`src/rtl/debug_display_mux.sv`:
```
// Debug viewer: selects a 16-bit slice of one debug channel and shows it on the
// LEDs and a 4-digit multiplexed seven-segment display. It supports a freeze mode
// and per-channel sticky event flags shown on the decimal point.
module debug_display_mux #(
    parameter int unsigned NUM_CH     = 8,
    parameter int unsigned CH_WIDTH   = 32,
    parameter int unsigned SEL_W      = 3,
    parameter int unsigned WSEL_W     = 2,
    parameter int unsigned CLOCK_FREQ = 100_000_000,
    parameter int unsigned SCAN_HZ    = 1000
) (
    input  logic                       clk,
    input  logic                       rst_n,
    input  logic [NUM_CH*CH_WIDTH-1:0] ch_data,
    input  logic [NUM_CH-1:0]          ch_valid,
    input  logic [SEL_W-1:0]           sel,
    input  logic [WSEL_W-1:0]          word_sel,
    input  logic                       hold,
    input  logic                       sticky_clr,
    output logic [15:0]                led,
    output logic [6:0]                 seg,
    output logic                       dp,
    output logic [3:0]                 an
);

    localparam int unsigned DIV_RAW = CLOCK_FREQ / (SCAN_HZ * 4);
    localparam int unsigned DIV     = (DIV_RAW > 0) ? DIV_RAW : 1;
    localparam int unsigned CNT_W   = (DIV > 1) ? $clog2(DIV) : 1;
    // Channel is zero-padded up to the full slice-addressable width so that
    // slices past CH_WIDTH read as zero.
    localparam int unsigned NWORD_W = 16 * (2 ** WSEL_W);
    localparam int unsigned PAD_W   = (CH_WIDTH > NWORD_W) ? CH_WIDTH : NWORD_W;

    // Synchroniser stages for the asynchronous switch inputs
    logic [SEL_W-1:0]  sel_s1_q, sel_s1_d, sel_s2_q, sel_s2_d;
    logic [WSEL_W-1:0] wsel_s1_q, wsel_s1_d, wsel_s2_q, wsel_s2_d;
    logic              hold_s1_q, hold_s1_d, hold_s2_q, hold_s2_d;
    logic              clr_s1_q, clr_s1_d, clr_s2_q, clr_s2_d, clr_s3_q, clr_s3_d;

    logic [15:0]       disp_word_q, disp_word_d;
    logic [NUM_CH-1:0] sticky_q, sticky_d;
    logic [CNT_W-1:0]  cnt_q, cnt_d;
    logic [1:0]        idx_q, idx_d;
    logic              started_q, started_d;
    logic [6:0]        seg_q, seg_d;
    logic              dp_q, dp_d;
    logic [3:0]        an_q, an_d;

    logic [CH_WIDTH-1:0] ch_sel;
    logic [PAD_W-1:0]    ch_pad;
    logic [15:0]         mux_word;
    logic                clr_edge;
    logic                wrap;
    logic                sel_flag;

    // Active-low hex encoding, bit order {g,f,e,d,c,b,a}
    function automatic logic [6:0] hex7(input logic [3:0] nib);
        logic [6:0] s;
        case (nib)
            4'h0: s = 7'h40;
            4'h1: s = 7'h79;
            4'h2: s = 7'h24;
            4'h3: s = 7'h30;
            4'h4: s = 7'h19;
            4'h5: s = 7'h12;
            4'h6: s = 7'h02;
            4'h7: s = 7'h78;
            4'h8: s = 7'h00;
            4'h9: s = 7'h10;
            4'hA: s = 7'h08;
            4'hB: s = 7'h03;
            4'hC: s = 7'h46;
            4'hD: s = 7'h21;
            4'hE: s = 7'h06;
            default: s = 7'h0E;
        endcase
        return s;
    endfunction

    // Channel/slice mux and sticky flag of the selected channel
    always_comb begin
        ch_sel   = '0;
        sel_flag = 1'b0;
        for (int unsigned k = 0; k < NUM_CH; k++) begin
            if (32'(sel_s2_q) == k) begin
                ch_sel   = ch_data[k*CH_WIDTH +: CH_WIDTH];
                sel_flag = sticky_q[k];
            end
        end
        ch_pad   = PAD_W'(ch_sel);
        mux_word = ch_pad[32'(wsel_s2_q)*16 +: 16];
    end

    // Next-state for synchronisers, display word and sticky flags
    always_comb begin
        sel_s1_d    = sel;
        sel_s2_d    = sel_s1_q;
        wsel_s1_d   = word_sel;
        wsel_s2_d   = wsel_s1_q;
        hold_s1_d   = hold;
        hold_s2_d   = hold_s1_q;
        clr_s1_d    = sticky_clr;
        clr_s2_d    = clr_s1_q;
        clr_s3_d    = clr_s2_q;
        clr_edge    = clr_s2_q & ~clr_s3_q;
        disp_word_d = hold_s2_q ? disp_word_q : mux_word;
        // A new event wins over a clear in the same cycle
        sticky_d    = (sticky_q & ~{NUM_CH{clr_edge}}) | ch_valid;
    end

    // Next-state for digit scan; outputs reload on each wrap and on the first
    // cycle after reset so digit 0 appears immediately.
    always_comb begin
        wrap      = (cnt_q == CNT_W'(DIV - 1));
        cnt_d     = wrap ? '0 : cnt_q + 1'b1;
        idx_d     = wrap ? idx_q + 2'd1 : idx_q;
        started_d = 1'b1;
        seg_d     = seg_q;
        dp_d      = dp_q;
        an_d      = an_q;
        if (wrap || !started_q) begin
            an_d  = ~(4'b0001 << idx_d);
            seg_d = hex7(disp_word_q[{idx_d, 2'b00} +: 4]);
            dp_d  = ~((idx_d == 2'd0) & sel_flag);
        end
    end

    // State registers with synchronous active-low reset
    always_ff @(posedge clk) begin
        if (!rst_n) begin
            sel_s1_q    <= '0;
            sel_s2_q    <= '0;
            wsel_s1_q   <= '0;
            wsel_s2_q   <= '0;
            hold_s1_q   <= 1'b0;
            hold_s2_q   <= 1'b0;
            clr_s1_q    <= 1'b0;
            clr_s2_q    <= 1'b0;
            clr_s3_q    <= 1'b0;
            disp_word_q <= '0;
            sticky_q    <= '0;
            cnt_q       <= '0;
            idx_q       <= '0;
            started_q   <= 1'b0;
            seg_q       <= 7'h7F;
            dp_q        <= 1'b1;
            an_q        <= 4'hF;
        end else begin
            sel_s1_q    <= sel_s1_d;
            sel_s2_q    <= sel_s2_d;
            wsel_s1_q   <= wsel_s1_d;
            wsel_s2_q   <= wsel_s2_d;
            hold_s1_q   <= hold_s1_d;
            hold_s2_q   <= hold_s2_d;
            clr_s1_q    <= clr_s1_d;
            clr_s2_q    <= clr_s2_d;
            clr_s3_q    <= clr_s3_d;
            disp_word_q <= disp_word_d;
            sticky_q    <= sticky_d;
            cnt_q       <= cnt_d;
            idx_q       <= idx_d;
            started_q   <= started_d;
            seg_q       <= seg_d;
            dp_q        <= dp_d;
            an_q        <= an_d;
        end
    end

    assign led = disp_word_q;
    assign seg = seg_q;
    assign dp  = dp_q;
    assign an  = an_q;

endmodule

```
`config.mk`:
```
export PLATFORM = sky130hd
export DESIGN_NAME = debug_display_mux
export DESIGN_NICKNAME = d
export VERILOG_FILES = /design/src/rtl/debug_display_mux.sv
export SDC_FILE = /design/constraint.sdc
export NUM_CORES = 1
export LEC_CHECK = 0
export ABC_AREA = 1
export BUFFER_PORTS_ARGS = -buffer_cell sky130_fd_sc_hd__buf_2
export CAP_MARGIN = 40
export CORE_AREA = 2 2 116 118
export DETAILED_ROUTE_END_ITERATION = 8
export DIE_AREA = 0 0 118 120
export HOLD_SLACK_MARGIN = 0.15
export PLACE_DENSITY = 0.84
export REMOVE_ABC_BUFFERS = 1
export SLEW_MARGIN = 20
export SYNTH_ARGS = -nofsm -noshare
export SYNTH_HDL_FRONTEND = slang
export SYNTH_SLANG_ARGS = --single-unit
```
`constraint.sdc`:
```
create_clock -name clk -period 2.3 [get_ports clk]
set_input_delay 0.115 -clock clk [delete_from_list [all_inputs] [get_ports clk]]
set_output_delay 0.115 -clock clk [all_outputs]
set_load 0.05 [all_outputs]
```
# Yosys cells after proc, flatten, opt, wreduce, memory -nomap -nowiden
# Memory sizes are Yosys's and may differ from the RTL's. A register that Yosys moved wholly into a read port is not among the register bits.
# Index checks and enable logic that the tools add are counted.
# word_totals
romBits	112
elab_cells	63
regBits	62
n_memories	1
# classes
n_reduce_logical	6
n_mux	18
bitwise_logic	9
shifts	3
addsub	2
n_eq_ne	8
# mem_list
name	depth	width	read_ports	rd_ports_with_merged_regs	write_ports	line	source
(no name shown)	16	7	1	1	0	59	case (nib)
# op_table
operator	n
32-bit 2-to-1 mux	8
64-bit by 7-bit indexed part select with 16-bit output	1
16-bit by 5-bit indexed part select with 4-bit output	1
15-bit by 1-bit adder with 15-bit output, second input constant	1
15-bit == test, second input constant	1
3-bit == test, second input constant	4
1-bit 2-to-1 mux	9
8-bit bitwise AND	1
8-bit NOT	1
8-bit OR	1
3-bit by 2-bit == test with 1-bit output, second input constant	2
4-bit NOT	1
1-bit by 2-bit left shift with 4-bit output, first input constant	1
3-bit by 1-bit == test with 1-bit output, second input constant	1
3-bit zero test	1
1-bit NOT	3
2-bit by 1-bit adder with 2-bit output, second input constant	1
1-bit bitwise AND	2
1-bit zero test	2
2-bit zero test	1
2-bit 2-to-1 mux	1
2-bit OR reduction	1
1-bit logical OR	1

# Longest topological paths before layout
# Gate-level depths: netlist (run 1).
# depth
word_depth	11
depth_mapped	22
depth_no_buf	21

# Least setup slack after synthesis (run 1)
# OpenSTA, ideal clock, no wires.
# synth_path
path_kind	reg2reg
start	register cnt_q[0]
end	register seg_q[4] (netlist: seg[4])
stages_incl_launch_ff	23
arrival_time_ns	2.120
path_buffers	1
path_slack_ns	0.054
setup_time_ns	0.126
synth_period_minus_slack_ns	2.246
cell_sequence	dfxtp_1 > ha_1 > nand2_1 > clkinv_1 > nand2_1 > nor2_4 > nand2_2 > nand2_4 > nand2_4 > buf_6 > inv_2 > nand2_1 > nand2_1 > nand2_1 > nand2_2 > inv_1 > ha_1 > nand3_1 > nor2_1 > nor2_1 > nand2_1 > nand2_1 > nand2_1
# synth_via
elab_chain_len	3
# synth_lines
item	line	source
start: declaration	42	logic [CNT_W-1:0] cnt_q, cnt_d;
start signal: assignment	160	cnt_q <= cnt_d;
15-bit == test *	114	wrap = (cnt_q == CNT_W'(DIV - 1));
2-bit 2-to-1 mux	116	idx_d = wrap ? idx_q + 2'd1 : idx_q;
16-bit by 5-bit indexed part select with 4-bit output	123	seg_d = hex7(disp_word_q[{idx_d, 2'b00} +: 4]);
end: declaration	45	logic [6:0] seg_q, seg_d;
# Every way passes the cells marked *; elsewhere a longest branch is shown, timed or not.
# A chain may end at the register's enable or synchronous reset.

# Final worst setup path (run 1)
# layout_path
start	register cnt_q[0]
end	register seg_q[0] (netlist: seg[0])
# The elaborated chain is that of the path after synthesis.

==> results_dict.tcl, run 1 <==
set metrics [dict create \
    post_drt_wl_per_cell_um 17.6 \
    max_stage_delay_ps 350 \
    h-tree-depth 3 \
    yosysTopAreaCell "dfxtp_1" \
    maxSlewHeadroom_pct 45.5 \
    via_count 6862 \
    row_count 42 \
    slowest_stage "dfxtp_2" \
    critical_path.cell_chain "ha_4 -> nand2_2 -> inv_2 -> nand2_2 -> nor2_4 -> nand2_2 -> nand2_4 -> nand2_4 -> inv_2 -> nand2_1 -> nand2_1 -> nand2_1 -> nand2_2 -> inv_4 -> ha_1 -> nand2_1 -> nand2_1 -> nand2_1 -> nand2_1 -> nand2_1 -> nand2_1" \
    switching_share_pct 32.9 \
    async_reset_ff_share_pct 0 \
    power.internal_mw 2.45 \
    die-area_um2 14200 \
    clk_pin_slew_ps 60 \
    layout_min_cycle_time_ps 2160 \
    synth_area_leaders "dfxtp_1 29%, nand2_1 21%, nand3_1 14%" \
    gp_congestion 0.989 \
    grt_pass1_wl_um 34100 \
    drt_iter0_markers 493 \
    area_delta_synth_final_pct 49.4 \
    cellPowerDensity_nw_per_um2 509 \
    synth_seq_area_share_pct 28.7 \
    io_buffers 300 \
    initial_utilization_pct 37.1 \
    grt_pass1_vias 6483 \
    hp-class "input pin to register" \
    dr.pass1.iters 7 \
    fin_skew_ps 8.82 \
    num-fill-cells 1257 \
    ant_nets 0 \
    maxCapViolations 0 \
    grt_usage_pct 31.5 \
    outcome "finished clean" \
    worstSkewPairLatency_ps 330 \
    antenna_found_initial 18 \
    ys_ff_latch 69 \
    fin_cells 1312 \
    clockBufferDepth 2 \
    pin_count 301 \
    fin_crit_sh_pct 93.8 \
    final_area_um2 7180 \
    ys.warnings.count 0 \
    ys_top_cells_by_count "268 x nand2_1, 133 x nand3_1, 104 x a21oi_1" \
    pwr-share-seq_pct 36.4 \
    core_area_um2 13000 \
    synth_enable_flop_cells 0 \
    final_nets 1397 \
    yosysMostFrequentCell "nand2_1" \
    setup-violations-final 0 \
    cp_common_cell "nand2_1" \
    endpoint_kind "register" \
    hpwlAfterDp_um 17600 \
    worst_setup_path_start_kind "register" \
    finalMaxSlewViolations 0 \
    root_buffer "clkbuf_16" \
    ys_types 33 \
    power_switching_mw 1.20 \
    grt_overflow 0 \
    drc_errors 0 \
    required_ps 2530 \
    arrival_ps 2390 \
    synth_area_um2 4810 \
    syn_inst 810 \
    dp.cells 1263 \
    clock-sinks 69 \
    path_class "register to register" \
    cts_tree "done" \
    avgSynthCellArea_um2 5.94 \
    netlist.area_leader.share_pct 28.7 \
    cp_max_fo 6 \
    peakVddDrop_mv 0.351 \
    p_clk_share_pct 34.5 \
    grt_max_degree 34 \
    drive_above_1_share_pct 34.7 \
    max_freq_ghz 0.463 \
    comb_power_share_pct 29.1 \
    p_leak_nw 3.63 \
    drt-total-wl_um 23100 \
    synth-main-ff-cell "dfxtp_1" \
    numCtsBuffers 9 \
    die_y_um 120 \
    place_area_um2 6590 \
    worstMarginPinSlew_ps 817 \
    hold_viol_final 0 \
    via_per_inst 5.23 \
    die_w_um 118 \
]
-- cells by family after synthesis --
group | synth area share (%)
and+or+nand+nor | 44.7
AOI/OAI and AO/OA | 15.8
buffers and inverters | 8.77
DFF | 28.7
adders and majority gates | 1.82
xor gates and xnor gates | 0.182
-- placed cells by master, fill, tap and decap left out, drive strengths merged --
master and count:
nor3 5, clkbuf 10, ha 7, xor2 1
nor3b 2, inv 63, a21oi 106, a221oi 3
nand4 23, o21ai 32, buf 321, diode 14
clkinv 5, nor2 36, dfxtp 69, nand3b 1
nand2 282, clkinvlp 2, dlygate4sd3 16, nand3 134
or2 1, o21a 3
-- worst max-delay path: cells and delay by family (launching register included) --
family	cells	cell delay [ps]
buffers and inverters	3	180
DFF	1	350
and+or+nand+nor	16	1210
adders and majority gates	2	330
-- stage by stage --
step / util (%) / hold WS [ps] / setup WS (ps) / power [mW] / setup TNS [ps]
after global placement: 50.7 / 298 / 105 / 2.33 / 0
after CTS: 54.1 / 192 / 7.62 / 3.62 / 0
after global routing: 55.2 / 244 / -34.2 / 3.83 / -128
after floorplan: - / 143 / -427 / 1.87 / -6440
after detailed placement: 50.7 / 306 / 5.84 / 2.35 / 0
final: 55.3 / 193 / 142 / 3.65 / 0
-- state kept, by name, summed over array words and instances, names as in the netlist, 2 cells and up --
register / flops
sticky_q: 8
idx_q: 2
cnt_q: 15
wsel_s1_q: 2
sel_s1_q: 3
an: 4
seg: 7
led: 16
wsel_s2_q: 2
sel_s2_q: 3
-- path summary, 6_finish.rpt --
path	start	end	slack (ps)	cells after the start
max	cnt_q[0]$_SDFF_PP0_	seg[0]$_SDFFE_PN1P_	140	21
min	ch_data[167]	led[7]$_SDFFE_PN0N_	190	5
min reg2reg	wsel_s1_q[1]$_SDFF_PN0_	wsel_s2_q[1]$_SDFF_PN0_	410	2
max reg2reg	cnt_q[0]$_SDFF_PP0_	seg[0]$_SDFFE_PN1P_	140	21
-- repair_timing --
action,CTS,global route
gates cloned,0,1
hold buffers,16,0
resized for setup,1,23
buffers inserted,0,2
pin swaps,0,8
endpoints found under the hold margin,19,0
setup endpoints to repair,1,7
-- routing by layer --
layer  routed length [um]  vias up  global-route usage [%]
met5                   55        -                       0
met4                  881        8                    12.6
met3                 3170       73                    16.4
met2                10200      425                    50.6
met1                 8770     3034                    35.4
li1                     -     3322                       -
-- power by group through the flow --
stage	clock [mW]	combinational (mW)	sequential [mW]
after global placement	0	0.984	1.35
after floorplan	0	0.382	1.49
after CTS	1.28	1.02	1.33
final	1.26	1.06	1.33
after global routing	1.33	1.16	1.34
after detailed placement	0	0.995	1.35
-- area by class of cell --
cell class,instances,area [um2],area share [%]
antenna,14,35.0,0.488
clock buffer,10,239,3.33
clock inverter,6,38.8,0.540
inverter,64,248,3.45
multi-input combinational,636,3120,43.5
sequential,69,1380,19.3
tap,176,220,3.07
timing repair buffer,337,1900,26.4
Note: power is estimated with default switching activity, not from simulation.
==> inputs of run 2 (changes only) <==
--- a/config.mk
+++ b/config.mk
@@ -6,13 +6,14 @@
 export NUM_CORES = 1
 export LEC_CHECK = 0
 export ABC_AREA = 1
+export ABC_CLOCK_PERIOD_IN_PS = 2400
 export BUFFER_PORTS_ARGS = -buffer_cell sky130_fd_sc_hd__buf_2
 export CAP_MARGIN = 40
-export CORE_AREA = 2 2 116 118
+export CORE_AREA = 2 2 118 120
 export DETAILED_ROUTE_END_ITERATION = 8
-export DIE_AREA = 0 0 118 120
+export DIE_AREA = 0 0 120 122
 export HOLD_SLACK_MARGIN = 0.15
-export PLACE_DENSITY = 0.84
+export PLACE_DENSITY = 0.79
 export REMOVE_ABC_BUFFERS = 1
 export SLEW_MARGIN = 20
 export SYNTH_ARGS = -nofsm -noshare
==> constraint.sdc (replaced) <==
create_clock -name clk -period 2.4 [get_ports clk]
set_input_delay 0.12 -clock clk [delete_from_list [all_inputs] [get_ports clk]]
set_output_delay 0.12 -clock clk [all_outputs]
set_load 0.05 [all_outputs]
==> run 2 against run 1 <==
Sequential cell count did not move. Worst hold slack better by 9.3 ps. Sequential share of layout area increased by 0.19 points. Die area rose by 3.4%. Setup slack improved by 4.5 ps. Fmax is 4.2% lower. Total power is 1.7% lower. Utilization decreased by 2.7 points. Critical endpoint is now seg[3]$_SDFFE_PN1P_. Largest cell class unchanged.
==> results_dict.tcl, run 2 (synthesized netlist as in run 1, its figures left out) <==
set metrics [dict create \
    outcome "finished clean" \
    final_common_cell "buf_2" \
    setup_ws_ps 147 \
    worstMarginPinSlew_ps 821 \
    path_class "register to register" \
    setup-violations-final 0 \
    clk_pin_slew_ps 60 \
    layout_min_cycle_time_ps 2250 \
    core_area_um2 13500 \
    clock-sinks 69 \
    h-tree-depth 3 \
    required_ps 2630 \
    via_count 6924 \
    pre_cts_ws_ps 90.3 \
    die_w_um 120 \
    root_buffer "clkbuf_16" \
    hp-start "ch_data[206]" \
    die_y_um 122 \
    worstSkewPairLatency_ps 330 \
    maxCapViolations 0 \
    r2r-end "seg[3]$_SDFFE_PN1P_" \
    row_count 43 \
    hold_end "led[14]$_SDFFE_PN0N_" \
    arrival_ps 2480 \
    numCtsBuffers 9 \
    ant_nets 0 \
    grt_overflow 0 \
    post_drt_wl_per_cell_um 17.2 \
    fin_tns_setup_ps 0 \
    final_nets 1399 \
    max_freq_ghz 0.444 \
    gp_congestion 0.979 \
    grt_max_degree 34 \
    drt-total-wl_um 22500 \
    grt_pass1_vias 6513 \
    cellPowerDensity_nw_per_um2 505 \
    power_mw 3.59 \
    antenna_found_initial 9 \
    r2r_setup_slack_ps 150 \
    hp-class "input pin to register" \
    cts_tree "done" \
    clockBufferDepth 2 \
    dr.pass1.iters 5 \
    r2r_start "cnt_q[1]$_SDFF_PP0_" \
    utilization_pct 52.6 \
    io_buffers 300 \
    die-area_um2 14600 \
    hold_viol_final 0 \
    cp_max_fo 5 \
    via_per_inst 5.29 \
    ff2ff_path_depth 20 \
    hpwlAfterDp_um 16400 \
    area_delta_synth_final_pct 47.8 \
    maxSlewHeadroom_pct 45.2 \
    fin_skew_ps 6.06 \
    peakVddDrop_mv 0.377 \
    grt_pass1_wl_um 32900 \
    mostFrequentLayoutCells "300 x buf_2, 267 x nand2_1, 132 x nand3_1, 104 x a21oi_1, 68 x dfxtp_1" \
    holdPathStages 5 \
    p_leak_nw 3.62 \
    endpoint_kind "register" \
    pin_count 301 \
    finalMaxSlewViolations 0 \
    fin_crit_sh_pct 93.9 \
    initial_utilization_pct 35.6 \
    drt_iter0_markers 478 \
    largest_reg_flops 16 \
    drive_above_1_share_pct 34.0 \
    drc_errors 0 \
    grt_usage_pct 29.2 \
    worst_setup_path_start_kind "register" \
]
## run 2: cell types whose count changed in the layout (fill, tap and decap cells not counted), moves of 3 or more
cell / change
clkinv_2: -3
diode_2: -9
nand2_1: +3
ha_4: -3
buf_4: +6
## run 2: layout make-up
| type | instances | area (um2) |
|---|---|---|
| clock inverters | 5 | 61.3 |
| inverters | 64 | 243 |
| well taps | 180 | 225 |
| clock buffers | 10 | 239 |
| multi-input cells | 636 | 3060 |
| fillers | 1327 | 6400 |
| repair buffers | 339 | 1880 |
| diodes | 5 | 12.5 |
| flip-flops and latches | 69 | 1380 |
## run 2: per-stage QoR
step | hold WS (ps) | instances | cell area (um2)
after floorplan | 148 | 768 | 4630
after global placement | 303 | 1265 | 6550
after detailed placement | 306 | 1265 | 6550
after CTS | 191 | 1295 | 7000
after global routing | 206 | 1303 | 7100
final | 202 | 1308 | 7110
## run 2: routing by layer
| metal | part of all wire [%] | global-route usage [%] | wire length (um) |
|---|---|---|---|
| met3 | 14 | 13.6 | 3180 |
| met2 | 45 | 48.3 | 10100 |
| met4 | 4.5 | 13.8 | 1010 |
| met1 | 36 | 31.8 | 8080 |
| met5 | 0.17 | 0 | 38 |
## run 2: worst max-delay path by stage
stage,startpoint,endpoint,cells after the start
6_report,cnt_q[1]$_SDFF_PP0_,seg[3]$_SDFFE_PN1P_,20
2_1_floorplan,sel_s2_q[0]$_SDFF_PN0_,led[14]$_SDFFE_PN0N_,9
5_1_grt,cnt_q[0]$_SDFF_PP0_,seg[4]$_SDFFE_PN1P_,21
3_5_place_dp,cnt_q[0]$_SDFF_PP0_,seg[4]$_SDFFE_PN1P_,21
3_3_place_gp,cnt_q[0]$_SDFF_PP0_,seg[4]$_SDFFE_PN1P_,21
4_1_cts,cnt_q[0]$_SDFF_PP0_,seg[4]$_SDFFE_PN1P_,20
## run 2: worst max-delay path: stages, from the launching register on
cell and delay, ps:
dfxtp_1 360, ha_4 160, nand2_1 50, clkinv_1 40, nand2_1 80, nor2_4 180, nand2_4 90, nand2_4 110
nand2_4 80, inv_2 70, nand2_1 50, nand2_1 60, nand2_1 60, nand2_2 80, inv_1 70, ha_1 300
inv_1 40, nand2_1 50, nand3_1 70, nand3_1 90, nand2_1 50
## run 2: what timing repair did
action                                  CTS  global route
hold endpoints to repair                 15             0
setup buffers                             0             7
hold buffers                             15             0
endpoints found under the setup margin    0             7
gates resized for setup                   0             8
## run 2: where the power goes
group,switching (mW),internal (mW),leakage [nW],total (mW)
clock,0.506,0.828,0.137,1.33
combinational,0.591,0.395,2.92,0.986
sequential,0.0556,1.22,0.570,1.27
total,1.15,2.44,3.62,3.59
